**src/rtl/sargantana_icache_refill_buffer.sv**
```systemverilog
// sargantana_icache_refill_buffer
// Line-fill buffer in front of the icache way SRAMs. It gathers NUM_BEATS
// response beats from L2/memory into one cache line, then issues a single
// full-line write to the victim way. The write is held until the arbiter
// grants the port. flush_i aborts the refill at any point. Only one refill
// is in flight at a time.
//
// Ports
//   clk_i, rstn_i        clock, async active-low reset
//   refill_start_i       one-cycle start; samples refill_idx_i / refill_way_i
//   refill_busy_o        high while filling or writing
//   beat_valid_i/data_i  response beats; accepted when beat_ready_o is high
//   flush_i              abort; also masks the SRAM request in the same cycle
//   way_req_o/we_o       per-way SRAM request and write enable
//   way_addr_o/data_o    latched set index and assembled line
//   way_gnt_i            arbiter grant; the write happens on req && gnt
//   done_o               one-cycle pulse in the cycle after the line is written
module sargantana_icache_refill_buffer #(
  parameter int SET_WIDHT  = 256,
  parameter int ADDR_WIDHT = 6,
  parameter int BEAT_WIDTH = 64,
  parameter int WAYS       = 4
) (
  input  logic                  clk_i,
  input  logic                  rstn_i,
  input  logic                  refill_start_i,
  input  logic [ADDR_WIDHT-1:0] refill_idx_i,
  input  logic [WAYS-1:0]       refill_way_i,
  output logic                  refill_busy_o,
  input  logic                  beat_valid_i,
  input  logic [BEAT_WIDTH-1:0] beat_data_i,
  output logic                  beat_ready_o,
  input  logic                  flush_i,
  output logic [WAYS-1:0]       way_req_o,
  output logic                  way_we_o,
  output logic [ADDR_WIDHT-1:0] way_addr_o,
  output logic [SET_WIDHT-1:0]  way_data_o,
  input  logic                  way_gnt_i,
  output logic                  done_o
);

  localparam int NUM_BEATS = SET_WIDHT / BEAT_WIDTH;
  // Keep the counter at least one bit wide so NUM_BEATS == 1 still elaborates.
  localparam int CNT_W = (NUM_BEATS > 1) ? $clog2(NUM_BEATS) : 1;
  localparam logic [CNT_W-1:0] LAST_BEAT = CNT_W'(NUM_BEATS - 1);

  typedef enum logic [1:0] {
    IDLE  = 2'd0,
    FILL  = 2'd1,
    WRITE = 2'd2
  } state_t;

  state_t                               state;
  logic [CNT_W-1:0]                     cnt;
  logic [ADDR_WIDHT-1:0]                idx_q;
  logic [WAYS-1:0]                      way_q;
  logic [NUM_BEATS-1:0][BEAT_WIDTH-1:0] line_q;

  // A beat is only stored in FILL, and never in a cycle that is aborted.
  logic beat_take;
  assign beat_take = (state == FILL) && beat_valid_i && !flush_i;

  // flush_i is masked in combinationally so that a flush arriving together
  // with the grant still suppresses the write.
  assign way_req_o     = (state == WRITE) ? (way_q & {WAYS{!flush_i}}) : '0;
  assign way_we_o      = |way_req_o;
  assign way_addr_o    = idx_q;
  assign way_data_o    = line_q;
  assign refill_busy_o = (state != IDLE);
  assign beat_ready_o  = (state == FILL);

  always_ff @(posedge clk_i or negedge rstn_i) begin
    if (!rstn_i) begin
      state  <= IDLE;
      cnt    <= '0;
      idx_q  <= '0;
      way_q  <= '0;
      done_o <= 1'b0;
    end else begin
      done_o <= 1'b0;
      if (flush_i) begin
        state <= IDLE;
        cnt   <= '0;
      end else begin
        case (state)
          IDLE: begin
            if (refill_start_i) begin
              idx_q <= refill_idx_i;
              way_q <= refill_way_i;
              cnt   <= '0;
              state <= FILL;
            end
          end
          FILL: begin
            if (beat_valid_i) begin
              if (cnt == LAST_BEAT) begin
                cnt   <= '0;
                state <= WRITE;
              end else begin
                cnt <= cnt + 1'b1;
              end
            end
          end
          WRITE: begin
            if (way_we_o && way_gnt_i) begin
              state  <= IDLE;
              done_o <= 1'b1;
            end
          end
          default: state <= IDLE;
        endcase
      end
    end
  end

  // One storage slot per beat; beat 0 lands in the line's LSBs.
  for (genvar b = 0; b < NUM_BEATS; b++) begin : g_slot
    always_ff @(posedge clk_i or negedge rstn_i) begin
      if (!rstn_i)
        line_q[b] <= '0;
      else if (beat_take && (cnt == CNT_W'(b)))
        line_q[b] <= beat_data_i;
    end
  end

endmodule
```
**config.mk**
```make
export PLATFORM = sky130hd
export DESIGN_NAME = sargantana_icache_refill_buffer
export DESIGN_NICKNAME = d
export VERILOG_FILES = /design/src/rtl/sargantana_icache_refill_buffer.sv
export SDC_FILE = /design/constraint.sdc
export NUM_CORES = 1
export LEC_CHECK = 0
export ABC_CLOCK_PERIOD_IN_PS = 2200
export CORE_UTILIZATION = 46
export CTS_CLUSTER_DIAMETER = 120
export CTS_CLUSTER_SIZE = 30
export DETAILED_ROUTE_END_ITERATION = 10
export GPL_TIMING_DRIVEN = 0
export PLACE_DENSITY = 0.78
export SETUP_SLACK_MARGIN = 0.15
export SKIP_CTS_REPAIR_TIMING = 1
export SLEW_MARGIN = 25
export SYNTH_ARGS = -nofsm -noshare
export SYNTH_HDL_FRONTEND = slang
export SYNTH_SLANG_ARGS = --single-unit
```
**constraint.sdc**
```tcl
create_clock -name clk_i -period 2.2 [get_ports clk_i]
set_input_delay 0.33 -clock clk_i [delete_from_list [all_inputs] [get_ports clk_i]]
set_output_delay 0.33 -clock clk_i [all_outputs]
set_load 0.02 [all_outputs]
```
==> results of run 1 <==
## logic make-up after synthesis
kind of cell / count (synthesis) / share of synthesized area [%]
and+or+nand+nor: 22 / 1.372
muxes: 267 / 29.69
DFF: 271 / 65.21
buffers and inverters: 31 / 2.960
adders and majority gates: 4 / 0.4813
AOI/OAI and AO/OA: 6 / 0.2888
## worst paths after layout
check / startpoint / endpoint / slack [ns] / cells past startpoint
max reg2reg: state[0] / way_data_o[36] / 0.30 / 5
min in group clk_i: way_gnt_i / done_o / 0.43 / 2
max in group asynchronous: rstn_i / way_data_o[125] / 0.68 / 4
max: state[0] / way_we_o / 0.10 / 4
min: rstn_i / way_data_o[231] / 0.38 / 2
min reg2reg: way_data_o[244] / way_data_o[244] / 0.50 / 1
## registers in the layout (all words and copies together) (netlist names)
| register | flops |
|---|---|
| cnt | 2 |
| done_o | 1 |
| state | 2 |
| way_addr_o | 6 |
| way_data_o | 256 |
| way_q | 4 |
## layout by cell type, fill, tap and decap left out, types with 2 or more instances in the layout
cell,Yosys,layout
a21oi_1,2,2
and2_1,5,5
buf_16,0,3
buf_2,3,3
buf_6,25,25
clkbuf_16,0,13
clkbuf_2,0,4
clkdlybuf4s50_1,0,341
dfrtp_1,271,271
dlymetal6s2s_1,0,3
ha_1,4,4
inv_1,3,3
mux2_1,14,14
mux2_2,230,230
mux2_4,22,22
nand2_1,2,2
nand2_2,3,3
nand4b_1,2,2
nor2b_1,2,2
o21ai_0,4,4
## stage by stage
stage / worst slack (ns) / util [%] / hold slack (ns)
after global placement: -10.94 / 64.67 / 0.4734
after floorplan: 0.5952 / - / 0.03441
final: 0.1037 / 66.79 / 0.3832
after CTS: -0.4788 / 66.74 / -0.2327
after global routing: -0.001312 / 66.78 / 0.3961
after detailed placement: -0.2837 / 65.06 / 0.2967
## cell type report
type	count	area share [%]
timing repair buffer	353	24.32
sequential	271	46.10
buffer	28	2.016
clock inverter	1	0.2041
multi-input combinational	299	22.58
tap	280	2.381
clock buffer	14	2.305
antenna	1	0.01701
inverter	3	0.07654
## routing by layer
metal  global-route usage, %  wire length [um]  vias up
met3                   6.286              2063       31
met4                   5.539               621        0
met2                   38.47             12580      220
met1                   28.56             10180     3215
li1                        -                 -     2846
met5                       0                 0        -
## critical path, stage by stage, from the launching register on
cell and delay, ns:
dfrtp_1 0.38, buf_2 0.18, nor3b_4 0.26, nor2b_1 0.22
dlymetal6s2s_1 0.24
## power groups by stage
stage          logic [mW]  registers, mW  clock network [mW]
2_1_floorplan       0.566           6.59                   0
3_3_place_gp         2.84           5.90                   0
3_5_place_dp         2.89           5.92                   0
4_1_cts              2.90           5.82                2.79
5_1_grt              3.01           5.90                2.94
6_report             2.87           5.82                2.68
==> run_results.csv, run 1 <==
group,metric,value,unit
sta,finalSetupViolations,0,
synthesis,yosysUniqueCellTypes,24,
finish,layout.nets,1053,
power_and_ir_drop,comb_power_share,25.2,%
synthesis,synth_top_area_share,65.21,%
clock_tree,htreeDepth,1,
floorplanning,core-area,22030,um2
synthesis,synth-seq-cells,271,
synthesis,syn-num-nets,685,
route,wirelength,25450,um
job,maxCapViolations,0,
sta,timing.fmax,477.0,MHz
power_and_ir_drop,powerDensity,772.7,nW/um2
synthesis,async_flop_share,100.0,%
setup_path,worstSetupPathType,"register to output pin",
synthesis,ys_seq_area_share,65.21,%
outcome,status,"finished, violations left",
global_routing,grt_max_degree,75,
clock_tree,cts_buffers,13,
placed_design,port_buffers,349,
clock_tree,tritoncts,"done",
power_and_ir_drop,seq_power_share,51.2,%
sta,skew,0.02907,ns
route,drt-initial-drc-count,272,
setup_path,crit_required,1.87,ns
global_routing,antenna_found_initial,0,
synthesis,syn_avg_cell_area,17.30,um2
setup_path,end_kind,"output pin",
floorplanning,pin_count,350,
floorplanning,rows,54,
floorplanning,initial_core_util,47.22,%
sta,finalCritPeriodShare,95.29,%
synthesis,synth_edf_count,0,
clock_tree,clock_sinks,271,
placed_design,dp_cells,1233,
synthesis,yosys_warnings,0,
sta,fin_tns_setup,0,ns
synthesis,yosys_most_used_dff,"dfrtp_1",
clock_tree,clockBufferDepth,3,
global_routing,grt_pass1_wl,40650,um
power_and_ir_drop,power_leakage,6.948,nW
setup_path,critPathMaxFanout,10,
power_and_ir_drop,p_int,8.181,mW
power_and_ir_drop,netSwitchingFraction,28.03,%
sta,worst_pin_slew,0.4541,ns
power_and_ir_drop,vdd_ir_drop_max,0.0008934,V
power_and_ir_drop,power_frac_clock,23.6,%
placed_design,post-dp-hpwl,18760,um
placed_design,gp_congestion,0.7621,
finish,instances_no_fill,1250,
floorplanning,die_w,152.4,um
placed_design,place_area,14330,um2
setup_path,critPathArrivalTime,1.77,ns
sta,layout_min_cycle_time,2.096,ns
sta,rsz0062_at_grt,"yes",
finish,layout-drive-gt1-share,31.89,%
finish,nFillCells,1600,
global_routing,gr-total-overflow,0,
floorplanning,die_area,23210,um2
global_routing,grt.total_usage,22.60,%
floorplanning,die_height,152.4,um
synthesis,synth_area,10400,um2
synthesis,yosysMostFrequentCell,"dfrtp_1",
synthesis,syn_inst,601,
route,viasPerCell,5.050,
route,drt.antenna.violating_nets,0,
sta,timing.slew.headroom,69.73,%
finish,regArea,6782,um2
clock_tree,cts_root_buffer,"clkbuf_16",
sta,finalHoldViolCount,0,
route,drc,60,
setup_path,critPathLaunchType,"register",
finish,multi_input_area,3322,um2
finish,fin_area,14710,um2
sta,drv_slew,0,
route,wl_per_cell,20.36,um
global_routing,grt_pass1_vias,6603,
synthesis,synthTopCellsByArea,"dfrtp_1 (65%), mux2_2 (25%), mux2_4 (3.2%)",
clock_tree,clk_latency,0.48,ns
synthesis,synth_commonest_cells,"dfrtp_1 (271), mux2_2 (230), buf_6 (25)",
clock_tree,path_clk_slew,0.11,ns
finish,area_growth,41.46,%
outcome,violations,"design-rule violations",
route,vias,6312,
power_and_ir_drop,p_sw,3.187,mW
power_and_ir_drop,finalPower,11.37,mW
worst_hold_path,hp-class,"input port to async pin",
synthesis,yosysTopAreaCell,"dfrtp_1",
route,dr.pass1.iters,8,
No activity file was read; power rests on OpenSTA's default activity.
==> run 2, diff against run 1 <==
TNS_END_PERCENT = 50   (was unset)
==> run_results.csv, run 2 (same netlist as run 1, synthesis figures left out) <==
group,metric,value,unit
outcome,status,"finished, violations left",
outcome,violations,"design-rule violations",
finish,multi_input_area,3324,um2
clock_tree,tritoncts,"done",
global_routing,gr-total-overflow,0,
route,wl_per_cell,20.37,um
setup_path,critPathMaxFanout,10,
global_routing,grt_pass1_wl,40650,um
setup_path,critPathLaunchType,"register",
clock_tree,clock_sinks,271,
setup_path,r2r-end,"way_data_o[36]",
global_routing,grt_max_degree,75,
setup_path,critPathArrivalTime,1.70,ns
finish,layout_commonest_cell,"clkdlybuf4s50_1",
sta,timing.fmax,493.2,MHz
sta,finalCritPeriodShare,92.16,%
floorplanning,core-area,22030,um2
setup_path,worstSetupPathType,"register to output pin",
global_routing,antenna_found_initial,0,
sta,finalHoldViolCount,0,
sta,skew,0.02907,ns
floorplanning,initial_core_util,47.22,%
worst_hold_path,hp-class,"input port to async pin",
clock_tree,clk_latency,0.48,ns
placed_design,gp_congestion,0.7621,
route,dr.pass1.iters,8,
global_routing,grt_pass1_vias,6603,
placed_design,post-dp-hpwl,18760,um
finish,largest_reg_flops,256,
route,drt-initial-drc-count,294,
floorplanning,die_height,152.4,um
clock_tree,htreeDepth,1,
setup_path,critPathSlowestCell,"dfrtp_1",
floorplanning,die_area,23210,um2
finish,area_growth,41.41,%
route,drt.antenna.violating_nets,0,
finish,final_util,66.77,%
finish,nFillCells,1598,
finish,layout-drive-gt1-share,32.09,%
clock_tree,path_clk_slew,0.11,ns
sta,worst_pin_slew,0.4541,ns
route,wirelength,25460,um
sta,drv_slew,0,
power_and_ir_drop,power_leakage,6.930,nW
finish,layout_common_cells,"clkdlybuf4s50_1 (341), dfrtp_1 (271), mux2_2 (230)",
sta,timing.slew.headroom,69.73,%
setup_path,critPathMaxStageDelay,0.38,ns
route,viasPerCell,5.045,
sta,hold_ws,0.3833,ns
setup_path,crit_required,1.87,ns
job,maxCapViolations,0,
setup_path,r2r-start,"state[0]",
setup_path,critPathTopFamily,"simple AND/OR/NAND/NOR gates",
sta,layout_min_cycle_time,2.028,ns
sta,rsz0062_at_grt,"yes",
clock_tree,cts_buffers,13,
setup_path,cp_num_buf_inv,2,
floorplanning,pin_count,350,
clock_tree,clockBufferDepth,3,
route,vias,6306,
setup_path,r2r_slack,0.30,ns
clock_tree,cts_root_buffer,"clkbuf_16",
finish,layout.nets,1053,
power_and_ir_drop,powerDensity,773.1,nW/um2
finish,regArea,6782,um2
placed_design,port_buffers,349,
sta,finalSetupViolations,0,
power_and_ir_drop,vdd_ir_drop_max,0.0008936,V
global_routing,grt.total_usage,22.60,%
power_and_ir_drop,finalPower,11.37,mW
setup_path,r2r_cells,5,
setup_path,crit_path_cell_trace,"buf_2 > nor3b_4 > nor2b_2 > clkbuf_2",
floorplanning,die_w,152.4,um
setup_path,end_kind,"output pin",
route,drc,60,
floorplanning,rows,54,
-- run 2: layer usage --
layer  up-vias  wire (um)  GRT usage (%)
li1       2848          -              -
met1      3207      10160          28.56
met2       220      12600          38.47
met3        31       2081          6.286
met4         0        625          5.539
met5         -          0              0
-- run 2: area by class of cell --
| type | count | area share [%] |
|---|---|---|
| Timing Repair Buffer | 353 | 24.28 |
| Clock buffer | 14 | 2.306 |
| Clock inverter | 1 | 0.2042 |
| Antenna cell | 1 | 0.01702 |
| Buffer | 28 | 2.016 |
| Multi-Input combinational cell | 299 | 22.61 |
| Inverter | 3 | 0.07657 |
| Sequential cell | 271 | 46.11 |
| Tap cell | 280 | 2.382 |
-- run 2: per-stage QoR --
step / setup WS (ns) / instance area, um2 / TNS (ns) / instances
global placement: -10.94 / 14240 / -2970.66 / 1230
finish: 0.1724 / 14710 / 0 / 1250
floorplan: 0.5952 / 10400 / 0 / 601
CTS: -0.4788 / 14700 / -2.100 / 1248
global route: 0.07694 / 14700 / 0 / 1249
detailed placement: -0.2837 / 14330 / -11.99 / 1233
-- run 2: worst max-delay path by stage --
stage	from	to	slack [ns]	cells past startpoint
2_1_floorplan	state[1]	way_data_o[236]	0.60	6
3_3_place_gp	rstn_i	way_data_o[125]	-10.94	1
3_5_place_dp	flush_i	way_we_o	-0.28	4
4_1_cts	state[0]	way_we_o	-0.48	4
5_1_grt	state[0]	way_we_o	0.08	4
6_report	state[0]	way_we_o	0.17	4
-- run 2: report_power, final --
part           internal [mW]  switching, mW
clock                   1.14           1.55
sequential              5.54          0.280
combinational           1.50           1.36
total                   8.18           3.19
